===== config.mk =====
export PLATFORM = sky130hd
export DESIGN_NAME = psum_adder_sched
export DESIGN_NICKNAME = d
export VERILOG_FILES = /design/src/rtl/psum_adder_sched.sv
export SDC_FILE = /design/constraint.sdc
export NUM_CORES = 1
export LEC_CHECK = 0
export BUFFER_PORTS_ARGS = -buffer_cell sky130_fd_sc_hd__buf_2
export CAP_MARGIN = 5
export CORE_MARGIN = 2
export CORE_UTILIZATION = 40
export DETAILED_ROUTE_END_ITERATION = 8
export PLACE_DENSITY_LB_ADDON = 0.15
export SKIP_LAST_GASP = 1
export SLEW_MARGIN = 20
export SYNTH_ARGS = -nofsm -noshare
export SYNTH_HDL_FRONTEND = slang
export SYNTH_SLANG_ARGS = --single-unit

===== constraint.sdc =====
create_clock -name clk -period 7.6 [get_ports clk]
set_clock_uncertainty 0.05 [all_clocks]
set_input_delay 0 -clock clk [delete_from_list [all_inputs] [get_ports clk]]
set_output_delay 0 -clock clk [all_outputs]
set_load 0.05 [all_outputs]

===== src/rtl/psum_adder_sched.sv =====
// psum_adder_sched: per-layer scheduler feeding PE-array psum beats to the adder with linear ofmap addresses
module psum_adder_sched #(
  parameter int OFMAPS_BRAM_ADDR_WIDTH = 12,
  parameter int DIM_WIDTH = 8
) (
  input  logic                              clk,
  input  logic                              rst_n,
  input  logic                              start,
  input  logic [DIM_WIDTH-1:0]              cfg_out_w,
  input  logic [DIM_WIDTH-1:0]              cfg_out_h,
  input  logic [DIM_WIDTH-1:0]              cfg_out_ch,
  input  logic [OFMAPS_BRAM_ADDR_WIDTH-1:0] cfg_base_addr,
  input  logic                              pe_valid,
  output logic                              pe_ready,
  output logic                              adder_valid,
  output logic [OFMAPS_BRAM_ADDR_WIDTH-1:0] adder_addr,
  output logic                              adder_layer_finish,
  input  logic                              adder_last,
  output logic                              busy,
  output logic                              done
);
  typedef enum logic [2:0] {IDLE, RUN, FIN, DRAIN, DONE} state_t;
  state_t state;
  logic [DIM_WIDTH-1:0] w_r, h_r, ch_r, ch_c, col_c, row_c;
  logic [OFMAPS_BRAM_ADDR_WIDTH-1:0] addr_cnt;
  logic beat, last_ch, last_col, last_row;
  assign pe_ready = state == RUN;
  assign busy = state != IDLE;
  assign done = state == DONE;
  assign beat = pe_valid & pe_ready;
  assign last_ch = ch_c == ch_r - DIM_WIDTH'(1);
  assign last_col = col_c == w_r - DIM_WIDTH'(1);
  assign last_row = row_c == h_r - DIM_WIDTH'(1);
  always_ff @(posedge clk or negedge rst_n) begin
    if (!rst_n) begin
      state <= IDLE;
      w_r <= '0;
      h_r <= '0;
      ch_r <= '0;
      ch_c <= '0;
      col_c <= '0;
      row_c <= '0;
      addr_cnt <= '0;
      adder_valid <= 1'b0;
      adder_addr <= '0;
      adder_layer_finish <= 1'b0;
    end else begin
      adder_valid <= beat;
      adder_layer_finish <= state == FIN;
      if (beat) begin
        adder_addr <= addr_cnt;
        addr_cnt <= addr_cnt + OFMAPS_BRAM_ADDR_WIDTH'(1);
        ch_c <= last_ch ? '0 : ch_c + DIM_WIDTH'(1);
        col_c <= last_ch ? (last_col ? '0 : col_c + DIM_WIDTH'(1)) : col_c;
        row_c <= (last_ch && last_col) ? row_c + DIM_WIDTH'(1) : row_c;
      end
      case (state)
        IDLE: if (start) begin
          w_r <= cfg_out_w;
          h_r <= cfg_out_h;
          ch_r <= cfg_out_ch;
          ch_c <= '0;
          col_c <= '0;
          row_c <= '0;
          addr_cnt <= cfg_base_addr;
          state <= (cfg_out_w == '0 || cfg_out_h == '0 || cfg_out_ch == '0) ? FIN : RUN;
        end
        RUN: if (beat && last_ch && last_col && last_row) state <= FIN;
        FIN: state <= DRAIN;
        DRAIN: if (adder_last) state <= DONE;
        DONE: state <= IDLE;
        default: state <= IDLE;
      endcase
    end
  end
endmodule


==> flow_summary_export.csv, run 1 <==
group,metric,value,unit
power_and_ir_drop,clkPwrFrac,0.267,
timing,finalHoldWorstSlack,0.0525,ns
placed_design,gp_congestion,0.785,
timing,final.setup.tns,0,ns
finish,stdcell_area,5190,µm²
worst_hold_path,hold_start,"start",
power_and_ir_drop,p_leak,2.39,nW
floorplanning,ios,58,
timing,max_slew.worst_pin.slew,1.04,ns
floorplanning,core,10300,µm²
global_routing,grt_max_degree,78,
timing,fmax,288,MHz
finish,synthToLayoutAreaGrowth,23.4,%
floorplanning,die_h,107,µm
power_and_ir_drop,vdd_drop_max,176,µV
worst_setup_path,cp-start-kind,"flop",
placed_design,post_dp_cell_area,4630,µm²
power_and_ir_drop,swShare,0.342,
global_routing,grt_pass1_vias,3643,
finish,drive_gt1_frac,0.168,
route,dr.pass1.iters,4,
floorplanning,die_w,107,µm
synthesis,netlist.top_cell.by_area,"dfrtp_1",
synthesis,netlist.area_leader.share,0.458,
global_routing,antenna_found_initial,0,
cts,clk_path_buf_depth,2,
cts,clock_latency,0.36,ns
cts,clockRootBuffer,"clkbuf_8",
run_status,status,"finished clean",
timing,maxSlewViolCount,0,
cts,htreeDepth,3,
finish,fin_cells,695,
worst_hold_path,hp-class,"in -> reg",
synthesis,seq_area_frac_synth,0.458,
power_and_ir_drop,netSwitchingPower,0.370,mW
run,max_cap_viol_count,0,
finish,multiInputGateArea,2180,µm²
power_and_ir_drop,pwr-share-seq,0.483,
synthesis,synthFlopType,"dfrtp_1",
floorplanning,num_rows,37,
worst_setup_path,cp.arrival,3.70,ns
power_and_ir_drop,finalPower,1.08,mW
finish,nets,602,
floorplanning,initial_core_util,0.409,
route,via_count,3556,
route,wl_per_cell,13.9,µm
power_and_ir_drop,powerDensity,209,nW/µm²
route,viasPerCell,5.12,
route,drc_errors,0,
worst_setup_path,max_stage_delay,0.86,ns
worst_setup_path,r2r_start,"state[1]",
finish,fillers,981,
synthesis,synth.net_count,512,
route,ant_nets,0,
cts,cts_resized,0,
timing,timing.final.crit_share,0.456,
timing,setup_violations,0,
synthesis,yosysWarnings,0,
synthesis,async_reset_ff_frac,1.00,
placed_design,dp.cells,641,
cts,cts-buffers-inserted,9,
synthesis,ys_ff_latch,77,
worst_setup_path,crit_start,"state[1]",
synthesis,post_synth_instance_area,4210,µm²
timing,slew_headroom,0.307,
finish,n_antenna_cell,0,
timing,rsz0062_at_grt,"no",
timing,period_needed,3.47,ns
finish,seq_area,1930,µm²
cts,clock_sinks,77,
global_routing,grt_usage,0.185,
placed_design,pre_cts_ws,4.11,ns
synthesis,avgSynthCellArea,9.06,µm²
timing,final_hold_viol_count,0,
synthesis,ys_types,49,
worst_setup_path,crit_slowest_cell,"nand4_1",
worst_setup_path,path_cells,"nor4bb_4, buf_4, nand3_1, a211oi_1, nand4_1, or4_1, a21oi_1",
worst_setup_path,cp.required,7.83,ns
placed_design,io_buffers,57,
synthesis,synth_edf_count,0,
timing,finalWorstSetupSlack,4.13,ns
route,drt_wl_total,9680,µm
synthesis,yosys-top-cells-area,"dfrtp_1 (46%), nand2_1 (8.7%), xnor2_1 (4.8%), xor2_1 (4.6%), o21ai_0 (3.8%)",
cts,clkTransAtPathRegs,0.08,ns
global_routing,grt_pass1_wl,16800,µm
global_routing,gr-total-overflow,0,
placed_design,hpwlAfterDp,6480,µm
finish,post-route-util,0.505,
floorplanning,die_area,11300,µm²
route,drtIter0Drc,135,
cts,cts_tree,"yes",
power_and_ir_drop,p_comb_frac,0.251,
worst_setup_path,critical_path_class,"reg -> reg",
synthesis,syn_inst,464,
worst_setup_path,cp_max_fo,28,
worst_setup_path,worstSetupEndpointType,"flop",
power_and_ir_drop,intPower,0.712,mW
## sequential cells by signal, indices dropped and copies added, names as in the netlist
signal              count
w_r                     8
row_c                   8
ch_r                    8
state                   3
addr_cnt               12
col_c                   8
adder_valid             1
adder_layer_finish      1
h_r                     8
ch_c                    8
adder_addr             12
## Yosys cell counts, types with 4 or more instances
library cell and count:
a21oi_1 16, nor2_1 25, ha_1 7, nand4_1 14, dfrtp_1 77, a31oi_1 4
xor2_1 22, o31ai_1 6, nand2_1 97, nor4_1 11, or3_1 5, mux2i_1 4
nand3_1 17, inv_1 13, nand2b_1 4, clkbuf_1 16, nand3b_1 4, or4_1 5
xnor2_1 23, and2_1 6, o21ai_0 32, mux2_2 12, nor3_1 11
## layer usage
layer,vias up,track usage,wire [µm]
met1,1689,0.228,4490
met5,-,0,0
met3,18,0.0441,296
li1,1796,-,-
met4,0,0.0686,186
met2,53,0.314,4710
## final cells by class
cell class              count  share of cell area
repair buffers             97               0.132
clock inverters             3             0.00386
flip-flops and latches     77               0.371
multi-input cells         356               0.420
inverters                  13             0.00940
well taps                 136              0.0328
clock buffers              13              0.0306
## worst paths after layout
path                       endpoint  slack (ns)  cells past startpoint
setup / recovery           row_c[6]        4.13                      7
hold / removal             state[0]        0.05                      4
setup reg to reg           row_c[6]        4.13                      7
hold reg to reg             ch_r[7]        0.46                      2
max in group asynchronous    h_r[0]        6.80                      2
min in group asynchronous    w_r[7]        0.16                      2
## layout by cell type (no fill, tap or decap), types with 13 or more instances in the layout
cell type and instances:
nand3_1 17, dlygate4sd3_1 38, dfrtp_1 77, o21ai_0 32
xor2_1 22, nor2_1 25, buf_2 56, nand4_1 14
inv_1 13, xnor2_1 23, nand2_1 97, a21oi_1 16
## worst max-delay path, delay by kind of cell (launching register included)
family | cells | cell delay, ns
compound gates | 2 | 0.46
flops | 1 | 0.46
simple gates | 4 | 2.07
buf+inv | 1 | 0.34
## power by group through the flow
stage	sequential, mW	combinational (mW)	clock, mW
2_1_floorplan	0.579	0.134	0
3_3_place_gp	0.531	0.253	0
3_5_place_dp	0.532	0.257	0
4_1_cts	0.523	0.274	0.298
5_1_grt	0.532	0.306	0.322
6_report	0.522	0.271	0.289
## repair_timing
item                                   CTS  global route
hold buffers                            38             0
endpoints found under the hold margin  115             0
setup buffers                            0             0
## cells by family after synthesis
family | after synthesis | synth area share
and+or+nand+nor | 215 | 0.250
muxes | 16 | 0.0417
xor gates and xnor gates | 46 | 0.0976
AOI/OAI and AO/OA | 72 | 0.104
adders and majority gates | 7 | 0.0208
DFF | 77 | 0.458
buffers and inverters | 31 | 0.0280
(Power assumes the default switching activity.)
==> run 2, diff against run 1 <==
==> constraint.sdc (replaced) <==
create_clock -name clk -period 3.2 [get_ports clk]
set_clock_uncertainty 0.05 [all_clocks]
set_input_delay 0 -clock clk [delete_from_list [all_inputs] [get_ports clk]]
set_output_delay 0 -clock clk [all_outputs]
set_load 0.05 [all_outputs]
==> run 2 against run 1 <==
Effect of this change: count of clock-buffer cells in the layout decreased by 2; worst setup slack got worse by 4.0 ns; critical path depth unchanged; cell count increased by 0.72%; critical endpoint is now state[1]; largest power group unchanged.
==> flow_summary_export.csv, run 2 (synthesis gave the netlist of run 1 again) <==
group,metric,value,unit
power_and_ir_drop,pwr-share-seq,0.484,
worst_setup_path,r2r_start,"w_r[0]",
route,viasPerCell,5.12,
global_routing,grt_pass1_wl,16700,µm
worst_hold_path,min_to,"state[0]",
global_routing,grt_pass1_vias,3469,
cts,clock_latency,0.35,ns
floorplanning,die_w,107,µm
cts,cts_tree,"yes",
worst_setup_path,r2r-end,"state[1]",
timing,slew_headroom,0.360,
power_and_ir_drop,powerDensity,491,nW/µm²
cts,cts-buffers-inserted,9,
floorplanning,die_h,107,µm
cts,clock_sinks,77,
power_and_ir_drop,p_comb_frac,0.252,
placed_design,gp_congestion,0.812,
timing,finalWorstSetupSlack,0.139,ns
timing,max_slew.worst_pin.slew,0.960,ns
route,wl_per_cell,13.8,µm
timing,fmax,327,MHz
timing,maxSlewViolCount,0,
floorplanning,die_area,11300,µm²
route,drt_wl_total,9660,µm
power_and_ir_drop,intPower,1.67,mW
route,drtIter0Drc,165,
worst_hold_path,hold_start,"start",
power_and_ir_drop,swShare,0.349,
finish,nets,607,
finish,reg.largest.list,"adder_addr x12, addr_cnt x12",
cts,clockRootBuffer,"clkbuf_8",
worst_setup_path,rrSetupSlack,0.14,ns
floorplanning,core,10300,µm²
cts,htreeDepth,3,
worst_setup_path,critical_path_class,"reg -> reg",
floorplanning,initial_core_util,0.409,
global_routing,grt_max_degree,78,
route,via_count,3582,
worst_setup_path,crit_start,"w_r[0]",
worst_setup_path,r2r_cells,7,
finish,fillers,982,
run,max_cap_viol_count,0,
finish,synthToLayoutAreaGrowth,24.5,%
worst_setup_path,cp.arrival,3.27,ns
worst_hold_path,hp-class,"in -> reg",
finish,n_antenna_cell,0,
finish,layout_common_cells,"nand2_1 (97), dfrtp_1 (77), buf_2 (56)",
route,drc_errors,0,
placed_design,hpwlAfterDp,6500,µm
timing,timing.final.crit_share,0.957,
power_and_ir_drop,finalPower,2.57,mW
placed_design,io_buffers,57,
route,dr.pass1.iters,4,
floorplanning,num_rows,37,
power_and_ir_drop,vdd_drop_max,382,µV
power_and_ir_drop,p_leak,2.42,nW
worst_setup_path,cp.required,3.41,ns
worst_setup_path,worstSetupEndpointType,"flop",
cts,clk_path_buf_depth,2,
finish,drive_gt1_frac,0.179,
finish,final_common_cell,"nand2_1",
placed_design,pre_cts_ws,0.133,ns
worst_setup_path,cp-start-kind,"flop",
run_status,status,"finished clean",
timing,final.setup.tns,0,ns
timing,period_needed,3.06,ns
cts,clkTransAtPathRegs,0.08,ns
route,ant_nets,0,
power_and_ir_drop,clkPwrFrac,0.264,
global_routing,gr-total-overflow,0,
timing,final_hold_viol_count,0,
floorplanning,ios,58,
worst_hold_path,hold_path_depth,4,
timing,rsz0062_at_grt,"no",
worst_setup_path,cp_max_fo,4,
global_routing,antenna_found_initial,0,
global_routing,grt_usage,0.183,
timing,setup_violations,0,
power_and_ir_drop,netSwitchingPower,0.897,mW
==> run 2: cell types whose count changed in the layout (fill, tap and decap cells not counted), sizes merged <==
cell      previous run  this run
buf                 59        64
clkbuf              13        11
clkinv               1         3
clkinvlp             2         1
inv                 13        14
==> run 2: worst max path at each step <==
stage               cells after the start  slack [ns]        to
detailed placement                      7        0.13  row_c[3]
floorplan                               7        0.30  state[1]
finish                                  7        0.14  state[1]
global route                            7        0.04  state[1]
CTS                                     7        0.11  row_c[3]
global placement                        7        0.19  row_c[6]
==> run 2: cell type report <==
type | instances | area [µm²] | area share
Multi-Input combinational cell | 356 | 2180 | 0.417
Timing Repair Buffer | 102 | 733 | 0.140
Sequential cell | 77 | 1930 | 0.368
Inverter | 13 | 48.8 | 0.00932
Tap cell | 136 | 170 | 0.0325
Clock buffer | 11 | 141 | 0.0270
Clock inverter | 5 | 35.0 | 0.00669
==> run 2: timing repair <==
item	CTS	global route
setup endpoints to repair	0	3
hold buffers	38	0
endpoints found under the hold margin	115	0
buffers inserted	0	0
resized for setup	0	1
==> run 2: layer usage <==
layer / share of wire / wire, µm / vias up / GRT usage
met5: 0 / 0 / - / 0
li1: - / - / 1809 / -
met1: 0.48 / 4630 / 1718 / 0.243
met3: 0.025 / 243 / 12 / 0.0374
met4: 0.015 / 142 / 0 / 0.0612
met2: 0.48 / 4640 / 43 / 0.301
==> run 2: power groups by stage <==
stage          registers [mW]  logic, mW  clock network [mW]
6_report                 1.24      0.647               0.680
5_1_grt                  1.27      0.721               0.753
4_1_cts                  1.25      0.654               0.709
3_5_place_dp             1.26      0.617                   0
3_3_place_gp             1.26      0.604                   0
2_1_floorplan            1.38      0.318                   0
==> run 2: through the flow <==
step                std cells  area, µm²  hold slack, ns  utilization
finish                    700       5240          0.0437        0.510
global route              700       5240          0.0446        0.510
CTS                       700       5230          0.0215        0.509
detailed placement        646       4680           0.158        0.455
global placement          646       4680           0.156        0.455
floorplan                 464       4210          -0.346            -
==> run 2: critical path: stages, from the launching register on <==
cell	delay, ns
dfrtp_1	0.42
or4_4	0.57
a2bb2oi_1	0.15
a31oi_1	0.14
or4b_4	0.49
or3_1	0.40
or4_4	0.53
a211oi_2	0.22
==> run 3, diff against run 2 <==
--- a/config.mk
+++ b/config.mk
@@ -11,6 +11,8 @@
 export CORE_UTILIZATION = 40
 export DETAILED_ROUTE_END_ITERATION = 8
 export PLACE_DENSITY_LB_ADDON = 0.15
+export RECOVER_POWER = 100
+export SETUP_SLACK_MARGIN = 0.4
 export SKIP_LAST_GASP = 1
 export SLEW_MARGIN = 20
 export SYNTH_ARGS = -nofsm -noshare
==> constraint.sdc (replaced) <==
create_clock -name clk -period 3.21 [get_ports clk]
set_clock_uncertainty 0.05 [all_clocks]
set_input_delay 0 -clock clk [delete_from_list [all_inputs] [get_ports clk]]
set_output_delay 0 -clock clk [all_outputs]
set_load 0.05 [all_outputs]
==> run 3 against run 2 <==
Effect of this change: critical path depth is 1 higher; first-iteration DRC count decreased by 20%; via count increased by 0.56%; combinational power is 0.6% lower; clock power rose by 24%; worst setup slack improved by 0.13 ns; flip-flop and latch count unchanged; global-route usage decreased by 0.12 points; sequential power barely moved.
==> flow_summary_export.csv, run 3 (synthesis gave the netlist of run 1 again) <==
group,metric,value,unit
run_status,status,"finished clean",
power_and_ir_drop,vdd_drop_max,559,µV
cts,clk_path_buf_depth,2,
route,viasPerCell,5.08,
finish,layout_common_cells,"nand2_1 (97), dfrtp_1 (77), dlygate4sd3_1 (39), buf_2 (39), o21ai_0 (28)",
power_and_ir_drop,intPower,1.82,mW
power_and_ir_drop,swShare,0.331,
floorplanning,die_area,11300,µm²
floorplanning,initial_core_util,0.409,
route,highest_layer,"met4",
finish,nets,616,
timing,max_slew.worst_pin.slew,1.34,ns
floorplanning,num_rows,37,
cts,cts-buffers-inserted,9,
cts,cts_tree,"yes",
global_routing,gr-total-overflow,0,
cts,clockRootBuffer,"clkbuf_8",
global_routing,grt_usage,0.182,
worst_setup_path,cp-start-kind,"flop",
route,wl_met2,4800,µm
timing,setup_violations,0,
floorplanning,die_w,107,µm
worst_setup_path,cp.required,3.42,ns
finish,multiInputGateArea,2210,µm²
worst_setup_path,critical_path_class,"reg -> reg",
route,drtIter0Drc,132,
finish,synthToLayoutAreaGrowth,27.4,%
cts,clock_sinks,77,
worst_setup_path,crit_slowest_cell,"or4_4",
power_and_ir_drop,netSwitchingPower,0.903,mW
cts,htreeDepth,3,
global_routing,grt_max_degree,78,
route,wl_per_cell,13.6,µm
placed_design,gp_congestion,0.846,
timing,slew_headroom,0.105,
finish,drive_gt1_frac,0.169,
finish,final_common_cell,"nand2_1",
timing,finalHoldWorstSlack,0.179,ns
power_and_ir_drop,p_leak,2.43,nW
global_routing,antenna_found_initial,0,
worst_setup_path,worstSetupEndpointType,"flop",
placed_design,hpwlAfterDp,6340,µm
global_routing,grt_pass1_vias,3624,
finish,n_antenna_cell,0,
power_and_ir_drop,p_comb_frac,0.236,
worst_setup_path,path_cells,"or4_4, a2bb2oi_1, a31oi_1, or4b_1, or3_4, buf_12, or3_4, a21oi_2",
timing,final.setup.tns,0,ns
route,drc_errors,0,
global_routing,grt_pass1_wl,16800,µm
floorplanning,ios,58,
floorplanning,die_h,107,µm
worst_hold_path,hp-class,"in -> reg",
worst_setup_path,cp_max_fo,7,
route,ant_nets,0,
worst_setup_path,path_common_cell,"or3_4",
power_and_ir_drop,powerDensity,509,nW/µm²
cts,clock_latency,0.35,ns
timing,maxSlewViolCount,0,
route,wl_met3,235,µm
worst_setup_path,worst-path-buf-inv,1,
run,max_cap_viol_count,0,
finish,fin_cells,709,
timing,final_hold_viol_count,0,
timing,period_needed,2.94,ns
finish,fillers,970,
placed_design,dp.cells,644,
finish,reg.largest.list,"adder_addr x12, addr_cnt x12",
power_and_ir_drop,pwr-share-seq,0.455,
worst_setup_path,cp.arrival,3.14,ns
route,via_count,3602,
timing,rsz0062_at_grt,"yes",
worst_setup_path,critical_path.top_delay_family,"simple AND/OR/NAND/NOR gates",
finish,seq_area,1930,µm²
timing,timing.final.crit_share,0.915,
route,drt_wl_total,9620,µm
placed_design,io_buffers,57,
route,met1_length,4470,µm
worst_setup_path,max_stage_delay,0.55,ns
timing,fmax,341,MHz
floorplanning,core,10300,µm²
cts,clkTransAtPathRegs,0.08,ns
power_and_ir_drop,clkPwrFrac,0.309,
route,dr.pass1.iters,4,
-- run 3: cell types whose count changed in the layout (fill, tap and decap cells not counted), moves of 2 or more --
cell / previous run / this run
buf_2: 56 / 39
bufinv_16: 0 / 2
o21ai_0: 32 / 28
clkinv_2: 2 / 0
clkbuf_1: 1 / 19
buf_4: 7 / 10
o21ai_2: 0 / 3
clkbuf_2: 0 / 3
-- run 3: through the flow --
| stage | cell area [µm²] | worst slack [ns] | power, mW | util |
|---|---|---|---|---|
| 5_1_grt | 5360 | 0.121 | 2.89 | 0.521 |
| 6_report | 5360 | 0.273 | 2.73 | 0.521 |
| 3_5_place_dp | 4670 | 0.245 | 1.87 | 0.454 |
| 4_1_cts | 5360 | 0.341 | 2.76 | 0.521 |
| 3_3_place_gp | 4670 | 0.286 | 1.86 | 0.454 |
| 2_1_floorplan | 4210 | 0.407 | 1.69 | - |
-- run 3: area by class of cell --
cell class                 count  share of cell area
tap                          136              0.0318
inverter                      13             0.00911
sequential                    77               0.360
timing repair buffer         111               0.143
clock inverter                 6              0.0177
clock buffer                  10              0.0257
multi-input combinational    356               0.413
-- run 3: path summary, 6_finish.rpt --
path | startpoint | end | slack, ns | cells past startpoint
max | w_r[2] | row_c[1] | 0.27 | 8
min | pe_valid | adder_valid | 0.18 | 3
max reg2reg | w_r[2] | row_c[1] | 0.27 | 8
min reg2reg | h_r[6] | h_r[6] | 0.45 | 2
max in group asynchronous | rst_n | col_c[0] | 0.73 | 3
min in group asynchronous | rst_n | col_c[7] | 0.44 | 2
-- run 3: power groups by stage --
stage | registers (mW) | logic, mW | clock network (mW)
finish | 1.24 | 0.643 | 0.843
global route | 1.26 | 0.715 | 0.911
CTS | 1.24 | 0.653 | 0.869
detailed placement | 1.26 | 0.613 | 0
global placement | 1.26 | 0.602 | 0
floorplan | 1.37 | 0.317 | 0
-- run 3: what timing repair did --
action,4_1_cts,5_1_grt
gates resized for setup,1,16
hold endpoints to repair,116,0
endpoints found under the setup margin,10,16
pin swaps,10,8
cloned,0,0
setup buffers,7,2
hold buffers,39,0
-- run 3: worst min-delay path: stages --
cell	delay (ns)
buf_2	0.10
nor4bb_1	0.15
buf_4	0.24
-- run 3: routing by layer --
layer,vias up,track usage
met5,-,0
li1,1823,-
met4,0,0.0529
met3,11,0.0276
met2,42,0.314
met1,1726,0.238
